<file path="src/rtl/div_unit_pkg.sv">
`default_nettype none
// ============================================================================
// Module      : div_unit_pkg
// Description : Shared encodings for the RV32M iterative divider.
// Revision    : 1.0 - initial release
// ============================================================================
package div_unit_pkg;

    localparam int c_XLEN = 32;

    typedef logic [1:0] div_op_t;

    // funct3[1:0] of the divide-class instructions
    localparam div_op_t c_DIV_OP_DIV  = 2'b00;
    localparam div_op_t c_DIV_OP_DIVU = 2'b01;
    localparam div_op_t c_DIV_OP_REM  = 2'b10;
    localparam div_op_t c_DIV_OP_REMU = 2'b11;

    localparam logic [6:0] c_OPCODE_OP     = 7'b0110011;
    localparam logic [6:0] c_FUNCT7_MULDIV = 7'b0000001;

    localparam logic [1:0] c_DIV_ST_IDLE = 2'd0;
    localparam logic [1:0] c_DIV_ST_ITER = 2'd1;
    localparam logic [1:0] c_DIV_ST_FIX  = 2'd2;
    localparam logic [1:0] c_DIV_ST_DONE = 2'd3;

endpackage
`default_nettype wire

</file>
<file path="src/rtl/div_step.sv">
`default_nettype none
// ============================================================================
// Module      : div_step
// Description : One radix-2 restoring division step (combinational).
// Revision    : 1.0 - initial release
// ============================================================================
module div_step
    import div_unit_pkg::*;
#(
    parameter int XLEN = c_XLEN
) (
    input  logic [XLEN-1:0] rem_in,
    input  logic [XLEN-1:0] quo_in,
    input  logic [XLEN-1:0] divisor,
    output logic [XLEN-1:0] rem_out,
    output logic [XLEN-1:0] quo_out
);

    logic [XLEN:0] w_shifted;
    logic [XLEN:0] w_diff;
    logic          w_borrow;

    // The quotient register doubles as the dividend shifter: its MSB feeds the remainder.
    assign w_shifted = {rem_in, quo_in[XLEN-1]};
    assign w_diff    = w_shifted - {1'b0, divisor};
    assign w_borrow  = w_diff[XLEN];

    assign rem_out = w_borrow ? w_shifted[XLEN-1:0] : w_diff[XLEN-1:0];
    assign quo_out = {quo_in[XLEN-2:0], ~w_borrow};

endmodule
`default_nettype wire

</file>
<file path="src/rtl/div_unit.sv">
`default_nettype none
// ============================================================================
// Module      : div_unit
// Description : Iterative RV32M divider (DIV/DIVU/REM/REMU) for the EX stage.
// Revision    : 1.0 - initial release
// ============================================================================
module div_unit
    import div_unit_pkg::*;
#(
    parameter int XLEN = c_XLEN
) (
    input  logic            clk,
    input  logic            rst,
    input  logic            div_valid,
    input  logic [1:0]      div_op,
    input  logic [XLEN-1:0] operand_a,
    input  logic [XLEN-1:0] operand_b,
    input  logic            ex_hold,
    input  logic            kill,
    output logic            div_stall,
    output logic            div_busy,
    output logic            div_done,
    output logic [XLEN-1:0] div_result
);

    localparam int              CNT_W      = $clog2(XLEN);
    localparam logic [CNT_W-1:0] c_CNT_INIT = CNT_W'(XLEN - 1);
    localparam logic [XLEN-1:0]  c_INT_MIN  = {1'b1, {(XLEN-1){1'b0}}};

    logic [1:0]       r_state;
    logic [1:0]       r_op;
    logic             r_sign_a;
    logic             r_sign_b;
    logic [XLEN-1:0]  r_rem;
    logic [XLEN-1:0]  r_quo;
    logic [XLEN-1:0]  r_divisor;
    logic [CNT_W-1:0] r_count;
    logic [XLEN-1:0]  r_result;

    logic             w_is_signed;
    logic             w_sign_a;
    logic             w_sign_b;
    logic [XLEN-1:0]  w_abs_a;
    logic [XLEN-1:0]  w_abs_b;
    logic             w_div_zero;
    logic             w_overflow;
    logic [XLEN-1:0]  w_special;
    logic [XLEN-1:0]  w_rem_step;
    logic [XLEN-1:0]  w_quo_step;
    logic [XLEN-1:0]  w_quo_fix;
    logic [XLEN-1:0]  w_rem_fix;

    // Unsigned ops leave both sign flags clear, so FIX never negates for them.
    assign w_is_signed = ~div_op[0];
    assign w_sign_a    = w_is_signed & operand_a[XLEN-1];
    assign w_sign_b    = w_is_signed & operand_b[XLEN-1];
    assign w_abs_a     = w_sign_a ? -operand_a : operand_a;
    assign w_abs_b     = w_sign_b ? -operand_b : operand_b;

    assign w_div_zero = (operand_b == '0);
    assign w_overflow = w_is_signed & (operand_a == c_INT_MIN) & (operand_b == '1);

    always_comb begin
        w_special = '0;
        if (w_div_zero) begin
            w_special = div_op[1] ? operand_a : '1;
        end else begin
            w_special = div_op[1] ? '0 : c_INT_MIN;
        end
    end

    div_step #(
        .XLEN (XLEN)
    ) u_div_step (
        .rem_in  (r_rem),
        .quo_in  (r_quo),
        .divisor (r_divisor),
        .rem_out (w_rem_step),
        .quo_out (w_quo_step)
    );

    assign w_quo_fix = ((r_op == c_DIV_OP_DIV) & (r_sign_a ^ r_sign_b)) ? -r_quo : r_quo;
    assign w_rem_fix = ((r_op == c_DIV_OP_REM) & r_sign_a) ? -r_rem : r_rem;

    always_ff @(posedge clk) begin
        if (rst) begin
            r_state   <= c_DIV_ST_IDLE;
            r_op      <= '0;
            r_sign_a  <= 1'b0;
            r_sign_b  <= 1'b0;
            r_rem     <= '0;
            r_quo     <= '0;
            r_divisor <= '0;
            r_count   <= '0;
            r_result  <= '0;
        end else if (kill) begin
            r_state <= c_DIV_ST_IDLE;
        end else begin
            case (r_state)
                c_DIV_ST_IDLE: begin
                    if (div_valid) begin
                        r_op      <= div_op;
                        r_sign_a  <= w_sign_a;
                        r_sign_b  <= w_sign_b;
                        r_quo     <= w_abs_a;
                        r_divisor <= w_abs_b;
                        r_rem     <= '0;
                        r_count   <= c_CNT_INIT;
                        if (w_div_zero || w_overflow) begin
                            r_result <= w_special;
                            r_state  <= c_DIV_ST_DONE;
                        end else begin
                            r_state  <= c_DIV_ST_ITER;
                        end
                    end
                end
                c_DIV_ST_ITER: begin
                    r_rem <= w_rem_step;
                    r_quo <= w_quo_step;
                    if (r_count == '0) begin
                        r_state <= c_DIV_ST_FIX;
                    end else begin
                        r_count <= r_count - 1'b1;
                    end
                end
                c_DIV_ST_FIX: begin
                    r_result <= r_op[1] ? w_rem_fix : w_quo_fix;
                    r_state  <= c_DIV_ST_DONE;
                end
                default: begin
                    // Hold the result until EX is free to consume it.
                    if (!ex_hold) begin
                        r_state <= c_DIV_ST_IDLE;
                    end
                end
            endcase
        end
    end

    assign div_stall  = ((r_state == c_DIV_ST_IDLE) & div_valid & ~kill) |
                        (r_state == c_DIV_ST_ITER) | (r_state == c_DIV_ST_FIX);
    assign div_busy   = (r_state != c_DIV_ST_IDLE);
    assign div_done   = (r_state == c_DIV_ST_DONE);
    assign div_result = r_result;

endmodule
`default_nettype wire

</file>
<file path="config.mk">
export PLATFORM = sky130hd
export DESIGN_NAME = div_unit
export DESIGN_NICKNAME = d
export VERILOG_FILES = /design/src/rtl/div_unit_pkg.sv /design/src/rtl/div_step.sv /design/src/rtl/div_unit.sv
export SDC_FILE = /design/constraint.sdc
export NUM_CORES = 1
export LEC_CHECK = 0
export CAP_MARGIN = 20
export CORE_MARGIN = 2
export CORE_UTILIZATION = 50
export DETAILED_ROUTE_END_ITERATION = 16
export PLACE_DENSITY = 0.79
export SLEW_MARGIN = 40
export SYNTH_ARGS = -nofsm -noshare
export SYNTH_HDL_FRONTEND = slang
export SYNTH_SLANG_ARGS = --single-unit
</file>
<file path="constraint.sdc">
create_clock -name clk -period 3.4 [get_ports clk]
set_clock_uncertainty 0.15 [all_clocks]
set_input_delay 0.68 -clock clk [delete_from_list [all_inputs] [get_ports clk]]
set_output_delay 0.68 -clock clk [all_outputs]
set_load 0.01 [all_outputs]
</file>
# Word-level counts from Yosys, hierarchy flattened
# Index checks and enable logic that the tools add are counted.
totals:
  reg_bits: 139
op_classes:
  addsub: 6
  n_eq_ne: 11
  n_mux: 24
  bitwise_logic: 14
  reduce_logical: 14
op_table:
  columns: ["op", "n"]
  rows:
  - ["$mux 32", 13]
  - ["$pmux 32 s2", 3]
  - ["$neg 32->32", 4]
  - ["$eq 32x32->1 const B", 2]
  - ["$sub 33x32->33", 1]
  - ["$logic_not 32->1", 1]
  - ["$mux 5", 2]
  - ["$pmux 5 s2", 1]
  - ["$reduce_and 3->1", 3]
  - ["$and 1x1->1", 8]
  - ["$mux 2", 4]
  - ["$ne 2x2->1 const B", 4]
  - ["$reduce_and 4->1", 2]
  - ["$eq 2x2->1 const B", 3]
  - ["$pmux 2 s3", 1]
  - ["$reduce_bool 2->1", 3]
  - ["$logic_not 5->1", 1]
  - ["$sub 5x1->5 const B", 1]
  - ["$logic_not 2->1", 2]
  - ["$ne 4x1->1 const B", 1]
  - ["$not 1->1", 3]
  - ["$eq 2x1->1 const B", 1]
  - ["$or 1x1->1", 2]
  - ["$reduce_or 2->1", 1]
  - ["2 further kinds", 2]

# Logic depth before layout (Yosys ltp)
depth:
  word_depth: 7
  mapped_depth: 12
  ltp_nobuf: 11

# Cells and area by module
# From an unflattened synthesis, not the netlist that was laid out.
hier_totals:
  hier_cells: 1488
  hier_area_um2: 11442.2
by_module_without_submodules:
  columns: ["mod", "n_inst", "cells_per_inst", "area_each_um2", "seq_area_each_um2"]
  rows:
  - ["div_unit", 1, 1151, 8843.5, 2782.7]
  - ["div_step", 1, 337, 2598.7, 0.0]

# Least setup slack after synthesis
# Ideal clock, no wire load.
synth_timing:
  path_type: "input-to-reg"
  start: "in operand_a[16]"
  end: "reg r_result[28] (netlist: div_result[28])"
  setup_ps: 132
  arrival_ps: 2872
  t_required_ps: 3118
  setup_slack_ps: 246
  path_stages: 9
  path_cell_list: "or4_4 -> or4_4 -> or4_4 -> o21ai_4 -> a22o_4 -> buf_2 -> nand4_1 -> a21oi_1 -> nor3_1"
synth_between:
  elab_chain_cells: 6
synth_rtl:
  columns: ["item", "line", "rtl"]
  rows:
  - ["start, declared", "div_unit.sv:16", "input logic [XLEN-1:0] operand_a,"]
  - ["$eq 32x32->1", "div_unit.sv:61", "assign w_overflow = w_is_signed & (operand_a == c_INT_MIN) & (operand_b == '1);"]
  - ["$and 1x1->1 (2 in a row)", "div_unit.sv:61", null]
  - ["$logic_or 1x1->1", "div_unit.sv:109", "if (w_div_zero || w_overflow) begin"]
  - ["$ne 2x2->1 (no line)", null, null]
  - ["$reduce_and 4->1 (no line)", null, null]
  - ["end signal, assigned", "div_unit.sv:110", "r_result <= w_special;"]
  - ["end signal, assigned", "div_unit.sv:127", "r_result <= r_op[1] ? w_rem_fix : w_quo_fix;"]
  - ["end, declared", "div_unit.sv:38", "logic [XLEN-1:0] r_result;"]
# No other way between the ends.
# A chain may end at the register's enable or synchronous reset.

# Worst setup path in the final report
layout_timing:
  start: "in operand_a[13]"
  end: "reg r_result[27] (netlist: div_result[27])"
# Same word-level chain as after synthesis.

==> qor.yml <==
final_util_pct: 65.0
setup_ws_ps: 18.2
rsz0062_at_grt: "true"
drive_above_1_share_pct: 12.8
cts_root_buf: "clkbuf_16"
via_per_inst: 6.07
routed_wl_um: 35000
start_kind: "input port"
syn_inst: 1486
io_pins: 106
tightestPinTransition_ps: 841
synth_edf_count: 0
synth_nets: 1602
dr.pass1.iters: 5
num-nets-final: 1784
synthArstFlopShare_pct: 0
initialDrtViolationCount: 1102
netSwitchingFraction_pct: 31.5
slew_headroom_pct: 43.9
post_drt_wl_per_cell_um: 17.9
overflow: 0
final_cell_mix: "nand2_1 (184), nor2_1 (159), buf_4 (141), dfxtp_1 (139), o21ai_0 (118)"
power.internal_mw: 3.28
ant_nets: 0
period_share_pct: 99.5
cts_inserted_buffers: 17
die_y_um: 151
final_common_cell: "nand2_1"
vias: 11882
combPwrFrac_pct: 23.9
yosysWarningCount: 0
gp_congestion: 0.927
antenna_found_initial: 0
seq_power_share_pct: 36.8
ir_worst_vdd_mv: 0.381
r2r_cells: 13
crit_type: "in2reg"
grt_usage_pct: 30.8
p_switching_mw: 1.51
worstPathRequired_ps: 3540
hold_path_depth: 2
place_worst_setup_slack_ps: -475
path_clk_slew_ps: 70
hold_start: "r_divisor[22]"
synth_top_flop_cell: "dfxtp_1"
cap_viol_max_count: 0
grt_pass1_wl_um: 56000
htreeDepth: 4
place_hpwl_um: 26000
r2r_start: "r_quo[31]"
setup_viol: 0
core_sq_mm: 0.0211
hold_path.class: "reg2reg"
hold_end: "r_divisor[22]"
synth-seq-cells: 139
cts_tree: "built"
cellLeakagePower_nw: 5.21
synth_cell_types: 68
antenna_cells: 0
start_util_pct: 51.2
r2r_setup_slack_ps: 160
outcome: "finished clean"
die_area_sq_mm: 0.0228
cts_buffer_depth: 2
die_w_um: 151
cp-startpoint: "operand_a[13]"
clkPwrFrac_pct: 39.3
first_global_vias: 11096
clock_latency_ps: 440
r2r_end: "r_rem[0]"
fin_hold_ws_ps: 310
rows: 53
avgSynthCellArea_sq_um: 7.26
p_per_area_mw_per_mm2: 350
syn2layout_area_growth_pct: 26.9
fmax_ghz: 0.296
slew_viol_final: 0
ys_seq_area_share_pct: 25.8
cts_hold_buffers: 0
hold_viol_final: 0
grt_max_degree: 75
cp-end-kind: "register"
cts_sinks: 139
fill_cells: 1909
critPathMaxFanout: 6
cp.arrival_ps: 3520
io_buffers: 105
synth_area_sq_mm: 0.0108
min_period_ps: 3380
drc: 0
==> layer usage <==
metal | part of all wire, % | vias up | track usage, %
met1 | 43 | 5557 | 41.4
li1 | - | 5730 | -
met4 | 3.8 | 0 | 13.3
met2 | 45 | 490 | 49.0
met3 | 7.8 | 105 | 4.76
met5 | 0 | - | 0
==> cell type report <==
type	count	area [sq um]	area share [%]
timing repair buffer	252	2220	16.2
clock inverter	13	141	1.03
inverter	67	251	1.84
sequential	139	2780	20.3
clock buffer	19	443	3.23
multi-input combinational	1191	7510	54.8
tap	275	344	2.51
==> critical path, stage by stage <==
cell	delay, ps
dlymetal6s2s_1	130
or4_4	530
or4_4	500
or4_4	620
o21ai_4	270
buf_6	130
a22oi_2	160
buf_6	220
buf_6	120
nor2_2	100
nor3_1	60
==> power by group through the flow <==
| stage | clock network [mW] | logic (mW) | registers, mW |
|---|---|---|---|
| after floorplan | 0 | 0.709 | 1.77 |
| after global placement | 0 | 1.09 | 1.79 |
| after detailed placement | 0 | 1.10 | 1.80 |
| after CTS | 1.89 | 1.12 | 1.76 |
| after global routing | 1.95 | 1.25 | 1.77 |
| final | 1.88 | 1.14 | 1.76 |
==> cell usage after synthesis (all sizes together), types with 15 or more instances <==
| cell type | n | area, sq um |
|---|---|---|
| nand2 | 184 | 691 |
| nor2 | 164 | 618 |
| dfxtp | 139 | 2780 |
| o21ai | 119 | 607 |
| a21oi | 117 | 586 |
| clkbuf | 81 | 304 |
| xnor2 | 78 | 683 |
| inv | 67 | 251 |
| xor2 | 56 | 490 |
| nor3 | 45 | 225 |
| ha | 44 | 551 |
| a211oi | 39 | 293 |
| mux2i | 26 | 260 |
| o211ai | 26 | 195 |
| nor4 | 23 | 150 |
| o31ai | 19 | 143 |
| nand3 | 18 | 90.1 |
| or3 | 18 | 113 |
| a31oi | 17 | 106 |
| nand4 | 15 | 100 |
| or4 | 15 | 124 |
==> metrics by stage <==
stage,instances,area [sq um],TNS [ps],power [mW]
after CTS,1950,13600,-2.31,4.77
after global placement,1917,13000,-13410,2.88
after global routing,1956,13700,-42.0,4.98
final,1956,13700,0,4.79
after floorplan,1486,10800,0,2.48
after detailed placement,1917,13000,-14270,2.90
==> state kept, by name (all words and copies together) (netlist names) <==
signal	count
div_result	32
r_divisor	32
r_quo	32
r_rem	32
r_count	5
r_op	2
r_state	2
r_sign_a	1
r_sign_b	1
==> what timing repair did <==
item                                    4_1_cts  5_1_grt
gates cloned                                  1        0
endpoints found under the hold margin         0        0
endpoints found under the setup margin        9       54
buffers inserted                              0        6
resized for setup                             3       25
pin swaps                                     3       10
==> kinds of logic after synthesis <==
family / after synthesis / synth area share [%]
AND/OR/NAND/NOR: 532 / 23.0
AO/OA/AOI/OAI: 453 / 27.1
buffers and inverters: 157 / 5.63
flip-flops: 139 / 25.8
XOR/XNOR: 134 / 10.9
adder cells (fa/ha/maj): 45 / 5.29
multiplexers: 26 / 2.41
==> how the worst max path moves through the flow <==
stage	endpoint	cells after the start	slack, ps
after CTS	div_result[19]	10	-2
after floorplan	div_result[28]	9	250
final	div_result[27]	11	20
after global routing	div_result[14]	10	-20
after detailed placement	div_result[17]	9	-480
after global placement	div_result[17]	9	-420
(Power assumes the default switching activity.)
